**config.mk**
```make
export PLATFORM = sky130hd
export DESIGN_NAME = vec_load_store_unit
export DESIGN_NICKNAME = d
export VERILOG_FILES = /design/src/rtl/vp_pkg.sv /design/src/rtl/vec_load_store_unit.sv
export SDC_FILE = /design/constraint.sdc
export NUM_CORES = 2
export LEC_CHECK = 0
export BUFFER_PORTS_ARGS = -buffer_cell sky130_fd_sc_hd__buf_2
export CAP_MARGIN = 40
export CORE_AREA = 2 2 442 444
export CTS_BUF_LIST = sky130_fd_sc_hd__clkbuf_8
export CTS_CLUSTER_SIZE = 16
export DETAILED_ROUTE_END_ITERATION = 16
export DIE_AREA = 0 0 444 446
export GPL_ROUTABILITY_DRIVEN = 0
export PLACE_DENSITY = 0.4
export SYNTH_ARGS = -nofsm -noshare
export SYNTH_HDL_FRONTEND = slang
export SYNTH_SLANG_ARGS = --single-unit
export TNS_END_PERCENT = 50
```
**constraint.sdc**
```tcl
create_clock -name clk -period 12.2 [get_ports clk]
set_clock_uncertainty 0.1 [all_clocks]
set_input_delay 1.22 -clock clk [delete_from_list [all_inputs] [get_ports clk]]
set_output_delay 1.22 -clock clk [all_outputs]
set_load 0.01 [all_outputs]
```
**src/rtl/vp_pkg.sv**
```systemverilog
// Shared definitions for the vector processor load/store path.
//   DATA_W     width of one memory word / one vector lane
//   LANES      lanes per vector
//   ADDR_W     memory address width (512 words)
//   RSEL_W     vector register select width
//   VEC_W      full vector width (DATA_W*LANES)
//   lsu_state_e  load/store unit FSM states
//   lsu_op_e     operation encoding (OP_LOAD / OP_STORE)
//   REG_A1..A4   vector register select codes
package vp_pkg;

  localparam int DATA_W     = 32;
  localparam int LANES      = 16;
  localparam int ADDR_W     = 9;
  localparam int RSEL_W     = 2;
  localparam int VEC_W      = DATA_W * LANES;
  localparam int LANE_IDX_W = $clog2(LANES);

  typedef enum logic [2:0] {
    IDLE    = 3'd0,
    LOAD_RD = 3'd1,
    LOAD_WB = 3'd2,
    ST_SNAP = 3'd3,
    ST_WR   = 3'd4,
    DONE    = 3'd5
  } lsu_state_e;

  typedef enum logic {
    OP_LOAD  = 1'b0,
    OP_STORE = 1'b1
  } lsu_op_e;

  localparam logic [RSEL_W-1:0] REG_A1 = 2'b00;
  localparam logic [RSEL_W-1:0] REG_A2 = 2'b01;
  localparam logic [RSEL_W-1:0] REG_A3 = 2'b10;
  localparam logic [RSEL_W-1:0] REG_A4 = 2'b11;

  // Address of lane idx in a burst; the add wraps modulo the memory size.
  function automatic logic [ADDR_W-1:0] lane_addr(input logic [ADDR_W-1:0]     base,
                                                  input logic [LANE_IDX_W-1:0] idx);
    return base + ADDR_W'(idx);
  endfunction

endpackage

```
**src/rtl/vec_load_store_unit.sv**
```systemverilog
// Vector load/store unit: moves whole 512-bit vectors between the 512x32 word
// memory and the A1..A4 vector register file.
//   LOAD  (op=0): 16 consecutive words from base_addr are assembled into one
//                 vector and written to register reg_sel with a single rf_we.
//   STORE (op=1): register reg_sel is snapshotted and written out as 16
//                 consecutive words starting at base_addr.
// Both operations take 18 cycles from the accepting edge to the done cycle.
// Ports:
//   clk, rst_n           clock, asynchronous active-low reset
//   start, op            request (sampled only in IDLE) and operation
//   base_addr, reg_sel   burst start address and vector register
//   busy, done           status; done is a one-cycle pulse
//   mem_addr/mem_wdata/mem_we/mem_rdata   memory port (read data 1 cycle late)
//   rf_rd_sel/rf_rdata                    regfile read port (combinational)
//   rf_we/rf_wr_sel/rf_wdata              regfile write port
module vec_load_store_unit
  import vp_pkg::*;
(
  input  logic              clk,
  input  logic              rst_n,
  input  logic              start,
  input  logic              op,
  input  logic [ADDR_W-1:0] base_addr,
  input  logic [RSEL_W-1:0] reg_sel,
  output logic              busy,
  output logic              done,
  output logic [ADDR_W-1:0] mem_addr,
  output logic [DATA_W-1:0] mem_wdata,
  output logic              mem_we,
  input  logic [DATA_W-1:0] mem_rdata,
  output logic [RSEL_W-1:0] rf_rd_sel,
  input  logic [VEC_W-1:0]  rf_rdata,
  output logic              rf_we,
  output logic [RSEL_W-1:0] rf_wr_sel,
  output logic [VEC_W-1:0]  rf_wdata
);

  lsu_state_e              state, state_nxt;
  lsu_op_e                 op_q;
  logic [ADDR_W-1:0]       base_q;
  logic [RSEL_W-1:0]       sel_q;
  logic [LANE_IDX_W-1:0]   lane_cnt;
  logic [LANE_IDX_W-1:0]   cap_idx;
  logic [VEC_W-1:0]        shadow;

  localparam logic [LANE_IDX_W-1:0] LAST_LANE = LANE_IDX_W'(LANES - 1);

  // Read data trails the address by one cycle, so the lane being captured is
  // one behind the lane being addressed. In LOAD_WB the counter has wrapped
  // to 0, which makes this index point at the final lane.
  assign cap_idx = lane_cnt - 1'b1;

  // Next state and outputs. Everything defaults to 0 so that idle and
  // non-enabled cycles present clean zeros on the data buses.
  always_comb begin
    state_nxt = state;
    busy      = 1'b1;
    done      = 1'b0;
    mem_addr  = '0;
    mem_wdata = '0;
    mem_we    = 1'b0;
    rf_rd_sel = '0;
    rf_we     = 1'b0;
    rf_wr_sel = '0;
    rf_wdata  = '0;
    case (state)
      IDLE: begin
        busy = 1'b0;
        if (start) begin
          state_nxt = (lsu_op_e'(op) == OP_STORE) ? ST_SNAP : LOAD_RD;
        end
      end
      LOAD_RD: begin
        mem_addr = lane_addr(base_q, lane_cnt);
        if (lane_cnt == LAST_LANE) begin
          state_nxt = LOAD_WB;
        end
      end
      // Drain cycle: the final word arrives here, one cycle after its address.
      LOAD_WB: begin
        state_nxt = DONE;
      end
      ST_SNAP: begin
        rf_rd_sel = sel_q;
        state_nxt = ST_WR;
      end
      ST_WR: begin
        mem_we    = 1'b1;
        mem_addr  = lane_addr(base_q, lane_cnt);
        mem_wdata = shadow[lane_cnt*DATA_W +: DATA_W];
        if (lane_cnt == LAST_LANE) begin
          state_nxt = DONE;
        end
      end
      // Completion cycle; a LOAD commits the assembled vector here so the
      // register write and the done pulse coincide.
      DONE: begin
        done = 1'b1;
        if (op_q == OP_LOAD) begin
          rf_we     = 1'b1;
          rf_wr_sel = sel_q;
          rf_wdata  = shadow;
        end
        state_nxt = IDLE;
      end
      default: begin
        state_nxt = IDLE;
      end
    endcase
  end

  // State, request latch, lane counter and shadow/assembly vector.
  always_ff @(posedge clk or negedge rst_n) begin
    if (!rst_n) begin
      state    <= IDLE;
      op_q     <= OP_LOAD;
      base_q   <= '0;
      sel_q    <= '0;
      lane_cnt <= '0;
      shadow   <= '0;
    end else begin
      state <= state_nxt;
      case (state)
        IDLE: begin
          if (start) begin
            op_q     <= lsu_op_e'(op);
            base_q   <= base_addr;
            sel_q    <= reg_sel;
            lane_cnt <= '0;
          end
        end
        LOAD_RD: begin
          lane_cnt <= lane_cnt + 1'b1;
          if (lane_cnt != '0) begin
            shadow[cap_idx*DATA_W +: DATA_W] <= mem_rdata;
          end
        end
        LOAD_WB: begin
          shadow[cap_idx*DATA_W +: DATA_W] <= mem_rdata;
        end
        ST_SNAP: begin
          shadow <= rf_rdata;
        end
        ST_WR: begin
          lane_cnt <= lane_cnt + 1'b1;
        end
        default: begin
        end
      endcase
    end
  end

endmodule

```
==> summary.md <==
| Metric | Value |
|---|---|
| Sw Pwr | `5380 uW` |
| RSZ-0062 raised after global routing | `no` |
| Top FF cell, synth | `dfrtp_1` |
| Number of synthesized flops with an enable pin | `0` |
| Final Util | `22.3%` |
| VDD IR max | `0.000129 V` |
| Clock Path Buffers | `3` |
| Hold Path Class | `primary input to asynchronous set/reset pin` |
| Critical Path RT | `10.88 ns` |
| Syn. warnings | `0` |
| Post-CTS setup buffers | `0` |
| Grt ovf | `0` |
| Maximum operating frequency | `169 MHz` |
| Distinct cells, synth | `65` |
| CORE AREA | `0.194 mm^2` |
| Max-slew headroom | `4.10%` |
| Internal power | `5740 uW` |
| Met2 usage | `38.7%` |
| Slew @ Worst Pin | `1.44 ns` |
| Crit share post-route | `48.5%` |
| Non-Filler Instances | `6892` |
| Initial DRC Count | `3663` |
| Syn_nets | `3790` |
| Total iterations of the first detailed-routing run | `5` |
| P per Cell Area | `258 mW/mm^2` |
| Critical setup path kind | `register to output port` |
| Crit path max fanout | `84` |
| Starting density of the core | `16.5%` |
| Largest net degree at the start of global routing | `201` |
| GRT busiest layer | `met2` |
| Fin crit period | `5.92 ns` |
| Synthesis-stage register bit count | `531` |
| Post-DP Area | `0.0405 mm^2` |
| Sequential-to-total area share from yosys stat | `41.6%` |
| Post-cts resize count | `0` |
| Max Cap Viol | `0` |
| Remaining DRCs | `0` |
| Port Buf Inserts | `1119` |
| Leak | `0.0206 uW` |
| CP Launch Type | `register` |
| TritonCTS Sinks | `531` |
| CP cell instances | `buf_12 -> fa_1 -> a21o_1 -> a21oi_1 -> nor3b_1 -> xnor2_1 -> nor2_1 -> buf_2` |
| Die W | `444 um` |
| Crit path capture type | `output port` |
| Synthesized cell area | `0.0320 mm^2` |
| Clock power share | `19.2%` |
| H-tree Lvls | `3` |
| PnR worst setup slack | `6.28 ns` |
| Drt total wl | `247 mm` |
| Met1 track demand over resource | `29.6%` |
| Gate power share | `48.5%` |
| Post-route cell area | `0.0432 mm^2` |
| First-pass GRT wire length | `320 mm` |
| Num rows | `162` |
| CTS clk-pin slew, worst paths | `0.06 ns` |
| Mapped Avg Cell Area | `9.93 um^2` |
| Chip Height | `446 um` |
| Hold Buf Count CTS | `0` |
| Total track usage | `24.0%` |
| Post-route ant nets | `0` |
| GR Util met3 | `6.30%` |
| Final Hold Fails | `0` |
| Ratio of cells with drive above 1 in the final layout | `39.8%` |
| Setup TNS | `0 ns` |
| Critical path's slowest cell | `fa_1` |
| Sw frac | `48.4%` |
| Synth Instances | `3219` |
| Placed insts | `6617` |
| CP peak stage delay | `0.87 ns` |
| Dpl ws | `6.37 ns` |
| Die area | `0.198 mm^2` |
| Flop pwr share | `32.3%` |
| Status | `finished clean` |
| DP HPWL | `182 mm` |
| Number of buffers created by CTS | `114` |
| Setup violators final | `0` |
| CTS tree | `built` |
| Asr flop ratio synth | `100%` |
| Syn-to-layout area delta | `35.0%` |
| DR vias | `33800` |
| Worst EP arrival | `4.60 ns` |
| Root buf cell | `clkbuf_8` |
| Slew Viols, Final | `0` |
| Avg WL per Cell | `35.9 um` |
| Antenna violations before repair | `96` |
| Vias in the first global route | `33400` |
| I/O pin count | `1120` |
| Nets | `4764` |
| Clock latency on the worst-skew pair | `0.86 ns` |
| Mean number of vias per cell | `4.91` |
-- cell usage in the layout (no fill, tap or decap), types with 33 or more instances in the layout --
cell / instances
mux2_2: 106
nor2_1: 206
diode_2: 68
a21o_1: 68
nand2b_1: 36
buf_2: 1119
mux4_2: 149
clkbuf_8: 150
a22oi_1: 96
nand2_1: 297
a221o_1: 64
a22o_1: 97
o22ai_1: 64
nor4_1: 33
o21ai_0: 101
buf_4: 55
inv_1: 74
and2_1: 519
a21oi_1: 198
dfrtp_1: 526
-- per-stage QoR --
step	total power (uW)	hold WS (ns)
global route	11600	0.265
finish	11100	0.275
floorplan	6090	0.358
detailed placement	8990	0.385
global placement	8830	0.376
CTS	11200	0.249
-- cell families (layout without fill, tap and decap cells) --
kind of cell,Yosys count,after routing,share of synthesized area [%]
simple gates,1167,1167,19.0
compound gates,847,847,18.8
flops,531,531,41.6
buf+inv,384,1447,5.11
mux,269,269,14.7
fa+ha+maj,12,12,0.493
xor+xnor,9,9,0.313
other cells,0,68,0
-- synthesized netlist by cell type, drive strengths merged (3+ instances only) --
cell type / number / share of area [%]
a211oi: 25 / 0.63
a21o: 69 / 1.6
a21oi: 204 / 3.2
a221o: 64 / 2.0
a221oi: 32 / 0.88
a22o: 97 / 2.7
a22oi: 96 / 2.3
a32oi: 32 / 0.88
and2: 522 / 10
and3: 5 / 0.098
and3b: 3 / 0.082
buf: 127 / 2.1
clkbuf: 217 / 2.5
dfrtp: 531 / 42
ha: 11 / 0.43
inv: 39 / 0.46
mux2: 109 / 3.8
mux2i: 11 / 0.34
mux4: 149 / 10
nand2: 297 / 3.5
nand2b: 37 / 0.72
nand3: 5 / 0.078
nor2: 207 / 2.4
nor2b: 32 / 0.63
nor3: 7 / 0.16
nor4: 33 / 0.65
nor4b: 3 / 0.082
o2111ai: 3 / 0.10
o21a: 5 / 0.12
o21ai: 114 / 1.8
o221a: 32 / 1.1
o22ai: 64 / 1.3
or3: 4 / 0.078
xnor2: 6 / 0.16
-- flip-flops by register name, indices dropped and copies added (netlist names) --
name,cells
base_q,9
lane_cnt,4
op_q,1
sel_q,2
shadow,512
state,3
-- critical path, delay by kind of cell, from the launching register on --
kind | cells | cell delay, ns
xor gates and xnor gates | 1 | 0.17
and+or+nand+nor | 2 | 0.20
DFF | 1 | 0.70
AOI/OAI and AO/OA | 2 | 0.73
adders and majority gates | 1 | 0.87
buffers and inverters | 2 | 0.45
-- final timing paths --
path,endpoint,slack [ns],start,depth (start not counted)
worst max-delay path,mem_addr[8],6.28,lane_cnt[1]$_DFFE_PN0P_,8
worst min-delay path,base_q[3]$_DFFE_PN0P_,0.27,rst_n,1
worst max register to register,shadow[506]$_DFFE_PN0P_,6.35,lane_cnt[1]$_DFFE_PN0P_,11
worst min register to register,shadow[373]$_DFFE_PN0P_,0.40,shadow[373]$_DFFE_PN0P_,2
max in group asynchronous,shadow[402]$_DFFE_PN0P_,9.51,rst_n,3
min in group clk,shadow[373]$_DFFE_PN0P_,0.40,shadow[373]$_DFFE_PN0P_,2
-- cell type report --
type	count	area, um^2
antenna	68	170
clock buffer	150	2060
clock inverter	55	334
fill	21400	150000
inverter	40	150
multi-input combinational	2304	17300
sequential	531	13300
tap	2542	3180
timing repair buffer	1202	6640
-- power by group through the flow --
stage	combinational, uW	clock, uW	sequential (uW)
after floorplan	3200	0	2890
after global placement	5260	0	3570
after detailed placement	5420	0	3580
after CTS	5430	2190	3560
after global routing	5720	2270	3640
final	5400	2130	3600
-- layer usage --
layer / vias to the layer above / wire length [um]
li1: 13700 / -
met1: 17700 / 98300
met2: 2062 / 116000
met3: 436 / 20400
met4: 28 / 12700
met5: - / 194
No activity file was read; power rests on OpenSTA's default activity.
